--- src/rtl/imem_loader_if.sv ---
// imem_loader_if: bundles the program-word stream, the load control/status
// signals and the byte write port of the instruction-memory loader.
//   master : program source / system controller (drives start, word_count,
//            in_valid, in_data; observes everything else)
//   slave  : the loader itself
// Parameter CNT_W sets the width of word_count.
interface imem_loader_if #(
    parameter int unsigned CNT_W = 16
);
    logic             start;
    logic [CNT_W-1:0] word_count;
    logic             in_valid;
    logic             in_ready;
    logic [31:0]      in_data;
    logic             wr_en;
    logic [63:0]      wr_addr;
    logic [7:0]       wr_byte;
    logic             busy;
    logic             done;
    logic             err;
    logic             cpu_hold;
    logic [31:0]      checksum;

    modport master (
        output start, word_count, in_valid, in_data,
        input  in_ready, wr_en, wr_addr, wr_byte, busy, done, err, cpu_hold, checksum
    );

    modport slave (
        input  start, word_count, in_valid, in_data,
        output in_ready, wr_en, wr_addr, wr_byte, busy, done, err, cpu_hold, checksum
    );
endinterface

--- src/rtl/imem_loader.sv ---
// imem_loader: boot-time writer for the byte-addressed instruction memory.
// Accepts 32-bit words on a valid/ready stream and emits four little-endian
// byte writes per word starting at address 0, holding the CPU in reset
// (cpu_hold) until the image is complete.
// Ports:
//   clk   - system clock, rising edge
//   reset - asynchronous, active-high
//   bus   - imem_loader_if.slave: start/word_count control, in_* stream,
//           wr_* byte write port, busy/done/err/cpu_hold status, checksum
// Parameters: MEM_BYTES (memory size, multiple of 4), CNT_W (word counter width).
// Optional feature macro: IMEM_LOADER_CHECKSUM_EN enables the running
// modulo-2^32 word sum on checksum; when undefined checksum is constant 0.
module imem_loader #(
    parameter int unsigned MEM_BYTES = 168,
    parameter int unsigned CNT_W     = 16
) (
    input  logic         clk,
    input  logic         reset,
    imem_loader_if.slave bus
);
    localparam int unsigned ADDR_W = 64;

    typedef enum logic [1:0] {
        S_IDLE      = 2'd0,
        S_WAIT_WORD = 2'd1,
        S_WRITE     = 2'd2,
        S_DONE      = 2'd3
    } state_t;

    state_t            r_state;
    logic [ADDR_W-1:0] r_addr;
    logic [CNT_W-1:0]  r_remaining;
    logic [31:0]       r_word;
    logic [1:0]        r_bi;
    logic              r_wr_en;
    logic [ADDR_W-1:0] r_wr_addr;
    logic [7:0]        r_wr_byte;
    logic              r_busy;
    logic              r_done;
    logic              r_err;
    logic              r_cpu_hold;

    logic              w_fits;
    logic [7:0]        w_cur_byte;

    // Next word fits only if all four of its bytes land below MEM_BYTES.
    assign w_fits       = (r_addr + ADDR_W'(4)) <= ADDR_W'(MEM_BYTES);
    assign bus.in_ready = (r_state == S_WAIT_WORD) && w_fits;

    // Byte lane of the latched word selected by the byte index.
    assign w_cur_byte = 8'(r_word >> {r_bi, 3'b000});

`ifdef IMEM_LOADER_CHECKSUM_EN
    logic [31:0] r_checksum;
    assign bus.checksum = r_checksum;
`else
    assign bus.checksum = 32'd0;
`endif

    // Byte 0 is emitted on the handshake edge itself, so WRITE spends its
    // first three cycles issuing bytes 1..3 and its fourth (bi wrapped to 0)
    // retiring the word while byte 3 is on the outputs.
    always_ff @(posedge clk or posedge reset) begin
        if (reset) begin
            r_state     <= S_IDLE;
            r_addr      <= '0;
            r_remaining <= '0;
            r_word      <= '0;
            r_bi        <= '0;
            r_wr_en     <= 1'b0;
            r_wr_addr   <= '0;
            r_wr_byte   <= '0;
            r_busy      <= 1'b0;
            r_done      <= 1'b0;
            r_err       <= 1'b0;
            r_cpu_hold  <= 1'b1;
`ifdef IMEM_LOADER_CHECKSUM_EN
            r_checksum  <= '0;
`endif
        end else begin
            r_wr_en <= 1'b0;
            case (r_state)
                S_IDLE, S_DONE: begin
                    if (bus.start) begin
                        r_remaining <= bus.word_count;
                        r_addr      <= '0;
                        r_err       <= 1'b0;
`ifdef IMEM_LOADER_CHECKSUM_EN
                        r_checksum  <= '0;
`endif
                        if (bus.word_count == '0) begin
                            r_state    <= S_DONE;
                            r_done     <= 1'b1;
                            r_busy     <= 1'b0;
                            r_cpu_hold <= 1'b0;
                        end else begin
                            r_state    <= S_WAIT_WORD;
                            r_done     <= 1'b0;
                            r_busy     <= 1'b1;
                            r_cpu_hold <= 1'b1;
                        end
                    end
                end
                S_WAIT_WORD: begin
                    if (!w_fits) begin
                        r_state    <= S_DONE;
                        r_err      <= 1'b1;
                        r_done     <= 1'b1;
                        r_busy     <= 1'b0;
                        r_cpu_hold <= 1'b0;
                    end else if (bus.in_valid) begin
                        r_word    <= bus.in_data;
                        r_wr_en   <= 1'b1;
                        r_wr_addr <= r_addr;
                        r_wr_byte <= bus.in_data[7:0];
                        r_addr    <= r_addr + ADDR_W'(1);
                        r_bi      <= 2'd1;
                        r_state   <= S_WRITE;
`ifdef IMEM_LOADER_CHECKSUM_EN
                        r_checksum <= r_checksum + bus.in_data;
`endif
                    end
                end
                S_WRITE: begin
                    if (r_bi != 2'd0) begin
                        r_wr_en   <= 1'b1;
                        r_wr_addr <= r_addr;
                        r_wr_byte <= w_cur_byte;
                        r_addr    <= r_addr + ADDR_W'(1);
                        r_bi      <= r_bi + 2'd1;
                    end else begin
                        r_remaining <= r_remaining - CNT_W'(1);
                        if (r_remaining == CNT_W'(1)) begin
                            r_state    <= S_DONE;
                            r_done     <= 1'b1;
                            r_busy     <= 1'b0;
                            r_cpu_hold <= 1'b0;
                        end else begin
                            r_state <= S_WAIT_WORD;
                        end
                    end
                end
                default: r_state <= S_IDLE;
            endcase
        end
    end

    assign bus.wr_en    = r_wr_en;
    assign bus.wr_addr  = r_wr_addr;
    assign bus.wr_byte  = r_wr_byte;
    assign bus.busy     = r_busy;
    assign bus.done     = r_done;
    assign bus.err      = r_err;
    assign bus.cpu_hold = r_cpu_hold;
endmodule

--- src/flat_wrapper.sv ---
// flat-port wrapper written by rule: the top's interface ports become plain ports
module imem_loader_flat 
#(
    parameter int unsigned MEM_BYTES = 168,
    parameter int unsigned CNT_W     = 16
)
  (clk, reset, bus_start, bus_word_count, bus_in_valid, bus_in_data, bus_in_ready, bus_wr_en, bus_wr_addr, bus_wr_byte, bus_busy, bus_done, bus_err, bus_cpu_hold, bus_checksum);
  imem_loader_if #(.CNT_W(CNT_W)) bus_i ();
  input  logic clk;
  input  logic reset;
  input wire logic [$bits(bus_i.start)-1:0] bus_start;
  input wire logic [$bits(bus_i.word_count)-1:0] bus_word_count;
  input wire logic [$bits(bus_i.in_valid)-1:0] bus_in_valid;
  input wire logic [$bits(bus_i.in_data)-1:0] bus_in_data;
  output wire logic [$bits(bus_i.in_ready)-1:0] bus_in_ready;
  output wire logic [$bits(bus_i.wr_en)-1:0] bus_wr_en;
  output wire logic [$bits(bus_i.wr_addr)-1:0] bus_wr_addr;
  output wire logic [$bits(bus_i.wr_byte)-1:0] bus_wr_byte;
  output wire logic [$bits(bus_i.busy)-1:0] bus_busy;
  output wire logic [$bits(bus_i.done)-1:0] bus_done;
  output wire logic [$bits(bus_i.err)-1:0] bus_err;
  output wire logic [$bits(bus_i.cpu_hold)-1:0] bus_cpu_hold;
  output wire logic [$bits(bus_i.checksum)-1:0] bus_checksum;
  assign bus_i.start = bus_start;
  assign bus_i.word_count = bus_word_count;
  assign bus_i.in_valid = bus_in_valid;
  assign bus_i.in_data = bus_in_data;
  assign bus_in_ready = bus_i.in_ready;
  assign bus_wr_en = bus_i.wr_en;
  assign bus_wr_addr = bus_i.wr_addr;
  assign bus_wr_byte = bus_i.wr_byte;
  assign bus_busy = bus_i.busy;
  assign bus_done = bus_i.done;
  assign bus_err = bus_i.err;
  assign bus_cpu_hold = bus_i.cpu_hold;
  assign bus_checksum = bus_i.checksum;
  imem_loader #(.MEM_BYTES(MEM_BYTES), .CNT_W(CNT_W)) u_core (.clk(clk), .reset(reset), .bus(bus_i));
endmodule
--- config.mk ---
export PLATFORM = sky130hd
export DESIGN_NAME = imem_loader_flat
export DESIGN_NICKNAME = d
export VERILOG_FILES = /design/src/rtl/imem_loader_if.sv /design/src/rtl/imem_loader.sv /design/src/flat_wrapper.sv
export SDC_FILE = /design/constraint.sdc
export NUM_CORES = 1
export LEC_CHECK = 0
export BUFFER_PORTS_ARGS = -buffer_cell sky130_fd_sc_hd__clkbuf_2
export CORE_UTILIZATION = 45
export DETAILED_ROUTE_END_ITERATION = 12
export RECOVER_POWER = 100
export SLEW_MARGIN = 20
export SYNTH_ARGS = -nofsm -noshare
export SYNTH_HDL_FRONTEND = slang
export SYNTH_SLANG_ARGS = --single-unit
export TNS_END_PERCENT = 30
--- constraint.sdc ---
create_clock -name clk -period 17.4 [get_ports clk]
set_clock_uncertainty 0.05 [all_clocks]
set_input_delay 1.74 -clock clk [delete_from_list [all_inputs] [get_ports clk]]
set_output_delay 1.74 -clock clk [all_outputs]
set_load 0.005 [all_outputs]
# == After elaboration in Yosys (flattened, before gate mapping) ==
# Index checks and enable logic that the tools add are counted.
# classes
add_sub_neg,4
multipliers,0
div_mod_pow,0
order_cmp,1
eq_ne,12
n_shift,1
mux,45
bitwise_logic,0
reduce_logical,15
# op_table
op,count
64-bit 2-to-1 mux,7
64-bit one-hot mux with 3 select lines,1
64-bit one-hot mux with 2 select lines,1
64-bit by 1-bit adder with 64-bit output (second input constant),1
64-bit by 3-bit adder with 64-bit output (second input constant),1
64-bit by 8-bit less-or-equal comparator with 1-bit output (second input constant),1
16-bit 2-to-1 mux,2
16-bit one-hot mux with 2 select lines,1
32-bit by 5-bit right shift with 8-bit output,1
8-bit 2-to-1 mux,3
2-bit 2-to-1 mux,9
16-bit by 1-bit == test with 1-bit output (second input constant),1
16-bit logical NOT,1
8-bit one-hot mux with 2 select lines,1
16-bit by 1-bit subtractor with 16-bit output (second input constant),1
1-bit 2-to-1 mux,14
3-bit AND reduction,4
4-bit AND reduction,3
2-bit inequality test (second input constant),4
2-bit nonzero test,4
2-bit by 1-bit inequality test with 1-bit output (second input constant),3
1-bit one-hot mux with 3 select lines,2
2-bit one-hot mux with 3 select lines,1
2-bit == test (second input constant),2
8 further kinds,9
# totals
reg_bits,193
latchBits,0
ramBits,0
rom_bits,0
out_inout_bits,110
n_memories,0

# == Longest topological paths before layout ==
# depth
ltp_word,4
ltp_mapped,14

# == Worst setup path after synthesis ==
# No wires, ideal clock.
# synth_timing
kind,reg2out
from,register u_core.r_addr[3]
to,output port bus_in_ready
t_arrival_ns,2.752
required_time_ns,15.610
path_slack_ns,12.858
stages_incl_launch_ff,11
n_path_buf,1
cell_sequence,dfrtp_1 ha_1 clkbuf_1 inv_1 nor4_2 a21boi_0 a2111oi_0 nand4_1 nor4_1 nand4_1 nor3_1
# synth_between
elab_chain_len,3
# synth_rtl
element,line,rtl
"start, declared",imem_loader.sv:31,logic [ADDR_W-1:0] r_addr;
"start signal, assigned",imem_loader.sv:116,r_addr <= r_addr + ADDR_W'(1);
"start signal, assigned",imem_loader.sv:129,r_addr <= r_addr + ADDR_W'(1);
64-bit by 3-bit adder with 64-bit output,imem_loader.sv:47,assign w_fits = (r_addr + ADDR_W'(4)) <= ADDR_W'(MEM_BYTES);
64-bit by 8-bit less-or-equal comparator with 1-bit output,imem_loader.sv:47,
1-bit logical AND,imem_loader.sv:48,assign bus.in_ready = (r_state == S_WAIT_WORD) && w_fits;
"end, declared",flat_wrapper.sv:15,output wire logic [$bits(bus_i.in_ready)-1:0] bus_in_ready;
# No other way between the ends.

==> results.tsv <==
metric	value	unit
CP max stage delay	3.01	ns
I/O pin count	162	
FFs w/ async S/R, synth	100	%
reg-to-reg setup timing slack	10.37	ns
Worst EP required	17.06	ns
largest net degree at the start of global routing	125	
synth unique cells	73	
via count	10000	
antenna viol nets, final	0	
CP cell instances	clkbuf_2 > clkinvlp_2 > clkbuf_1	
RSZ-0062 raised after global routing	false	
Max Cap Violations	6	
post-synthesis sequential area ratio	40.7	%
syn avg cell area	9.89	um2
worst setup path class	in -> async	
critical path arrival	7.74	ns
Num CTS Buffers	17	
layout cells sized above 1	14.7	%
grt ovf	0	
Tot GR Track Use	28.0	%
Clock Tree Root	clkbuf_16	
Pleak	5.41	nW
Nets	1323	
post-CTS setup buffer count	0	
FF/Latch Area	0.00483	mm2
PortBufs	129	
final setup TNS	0	ns
TritonCTS Sinks	193	
most common cell after layout, fill and taps aside	dfrtp_1	
worst reg2reg path depth	12	
row count	59	
antenna cell count	0	
1st-pass router iterations	7	
Worst-Margin Slew	5.47	ns
GPL Wtd Cong	0.997	
cts hold-fix bufs	0	
Routed WL per cell	22.9	um
Synth Instances	1201	
Mapped Area	0.0119	mm2
Slowest cell on crit path	clkinvlp_2	
share of the synthesized area in the top cell type	40.5	%
highest-count cells in the layout ignoring fill and taps	dfrtp_1 (192), nand2_1 (77), nor2_1 (77)	
HP Class	reg -> reg	
status	finished, violations left	
CTS tree	done	
area of the multi-input gates	0.00602	mm2
maximum root-to-sink buffer count	2	
crit path capture	u_core.r_remaining[3]$_DFFE_PP0P_	
Final Max Tran Viols	357	
cell taking the most area after synthesis	dfrtp_1	
Setup crit start	reset	
final hold vios	0	
vias in the first global route	9479	
Core ar.	0.0260	mm2
die height	164	um
Synth Flop Type	dfrtp_1	
final total power	1.80	mW
Worst setup EP type	async pin	
Starting DRT DRC Count	1003	
Initial Util	45.7	%
Layout area overhead	6.83	%
Yosys reg bits	193	
Reg clk slew, reported paths	0.08	ns
max frequency	124	MHz
initial antenna violation count	0	
largest cells by area after synthesis	dfrtp_1 (40%), mux2_4 (8.9%), mux2_2 (4.3%)	
Final period util	46.4	%
Ys Warns	0	
Tmin final	8.08	ns
die span in x	164	um
H-tree lvl count	4	
Worst R2R Start	u_core.r_addr[2]$_DFFE_PP0P_	
Pwr Density	142	mW/mm2
Worst VDD drop	114	uV
dpl hpwl	25.6	mm
Residual DRC	0	
peak fanout along the critical path	124	
post-cts sizing count	0	
FILL cells	2550	
DIE AREA	0.0270	mm2
Post-synth EDFFs	0	
Critical Path Source Type	input port	
Vias/cell	6.22	
setup violators final	0	
R2R Path End	u_core.bus.wr_addr[38]$_DFFE_PP0P_	
clk_lat worst skew	0.45	ns
slew margin rel.	-267	%
Detailed Route WL	36.9	mm
failing checks	capacitance limit, slew limit	
global-route wire length before repair	57.0	mm
## critical path: cells and delay by family
family	cells	cell delay (ns)
buf+inv	3	5.86
## stage by stage
step / std cells / hold slack, ns / setup slack (ns) / util, % / cell area [um2]
after detailed placement: 1578 / 0.442 / 11.67 / 47.8 / 12400
after CTS: 1610 / 0.462 / 11.14 / 50.3 / 13100
after global routing: 1610 / 0.456 / 7.74 / 48.8 / 12700
final: 1610 / 0.446 / 9.32 / 48.8 / 12700
after floorplan: 1232 / 0.424 / 10.36 / - / 12000
after global placement: 1578 / 0.434 / 11.61 / 47.8 / 12400
## state kept, by name (all words and copies together) (netlist names)
signal and count:
u_core.r_state 2, u_core.bus.err 1, u_core.bus.busy 1, u_core.r_bi 2, u_core.bus.cpu_hold 1, u_core.bus.wr_en 1
u_core.r_remaining 16, u_core.r_addr 64, u_core.bus.done 1, u_core.r_word 32, u_core.bus.wr_addr 64, u_core.bus.wr_byte 8
## metal layers
metal,routed length [um],GRT usage [%],share of wire (%),vias to the layer above
li1,-,-,-,4542
met1,16400,39.5,44,4901
met2,16300,42.1,44,480
met3,2990,5.85,8.1,86
met4,1210,10.6,3.3,0
met5,0,0,0,-
## logic make-up after synthesis
group | count (synthesis) | share of synthesized area, %
multiplexers | 129 | 15.1
AO/OA/AOI/OAI | 253 | 14.2
AND/OR/NAND/NOR | 426 | 19.6
buffers and inverters | 163 | 7.43
flip-flops | 193 | 40.7
XOR/XNOR | 27 | 1.99
adder cells (fa/ha/maj) | 9 | 0.948
other | 1 | 0.0316
## cell type report
type | count | share of cell area (%)
multi-input cells | 876 | 47.5
well taps | 335 | 3.30
repair buffers | 144 | 5.28
clock inverters | 15 | 1.59
flip-flops and latches | 193 | 38.1
inverters | 30 | 0.898
clock buffers | 17 | 3.35
## synth_stat cells (8+ instances only)
cell type and number:
clkbuf_1 52, mux2_4 70, o21ai_0 66, and2_1 11, nand2_1 77, mux4_2 8, a31oi_1 14, inv_1 29
nand4_1 51, dfrtp_1 192, nand3_1 40, or4_1 12, buf_4 40, o41ai_1 10, nor3_1 36, o31ai_1 47
buf_2 30, xor2_1 11, xnor2_1 16, ha_1 9, and4_1 18, nor2_1 77, nor4_1 28, a21oi_1 43
a211o_1 13, and3_1 20, nand2b_1 16, mux2_2 45, or3_1 11
## power breakdown
part	switching, mW	total [mW]	internal (mW)
clock	0.221	0.420	0.199
combinational	0.477	0.754	0.276
sequential	0.0815	0.628	0.546
## worst min path at each step
stage          slack [ns]  depth (start not counted)                          startpoint                                  to
2_1_floorplan        0.42                          1       u_core.r_word[16]$_DFFE_PP0P_       u_core.r_word[16]$_DFFE_PP0P_
3_3_place_gp         0.43                          1       u_core.r_word[26]$_DFFE_PP0P_       u_core.r_word[26]$_DFFE_PP0P_
3_5_place_dp         0.44                          1       u_core.r_word[19]$_DFFE_PP0P_       u_core.r_word[19]$_DFFE_PP0P_
4_1_cts              0.46                          1       u_core.r_word[16]$_DFFE_PP0P_       u_core.r_word[16]$_DFFE_PP0P_
5_1_grt              0.46                          1  u_core.bus.wr_addr[48]$_DFFE_PP0P_  u_core.bus.wr_addr[48]$_DFFE_PP0P_
6_report             0.45                          1  u_core.bus.wr_addr[48]$_DFFE_PP0P_  u_core.bus.wr_addr[48]$_DFFE_PP0P_
(Power assumes the default switching activity.)
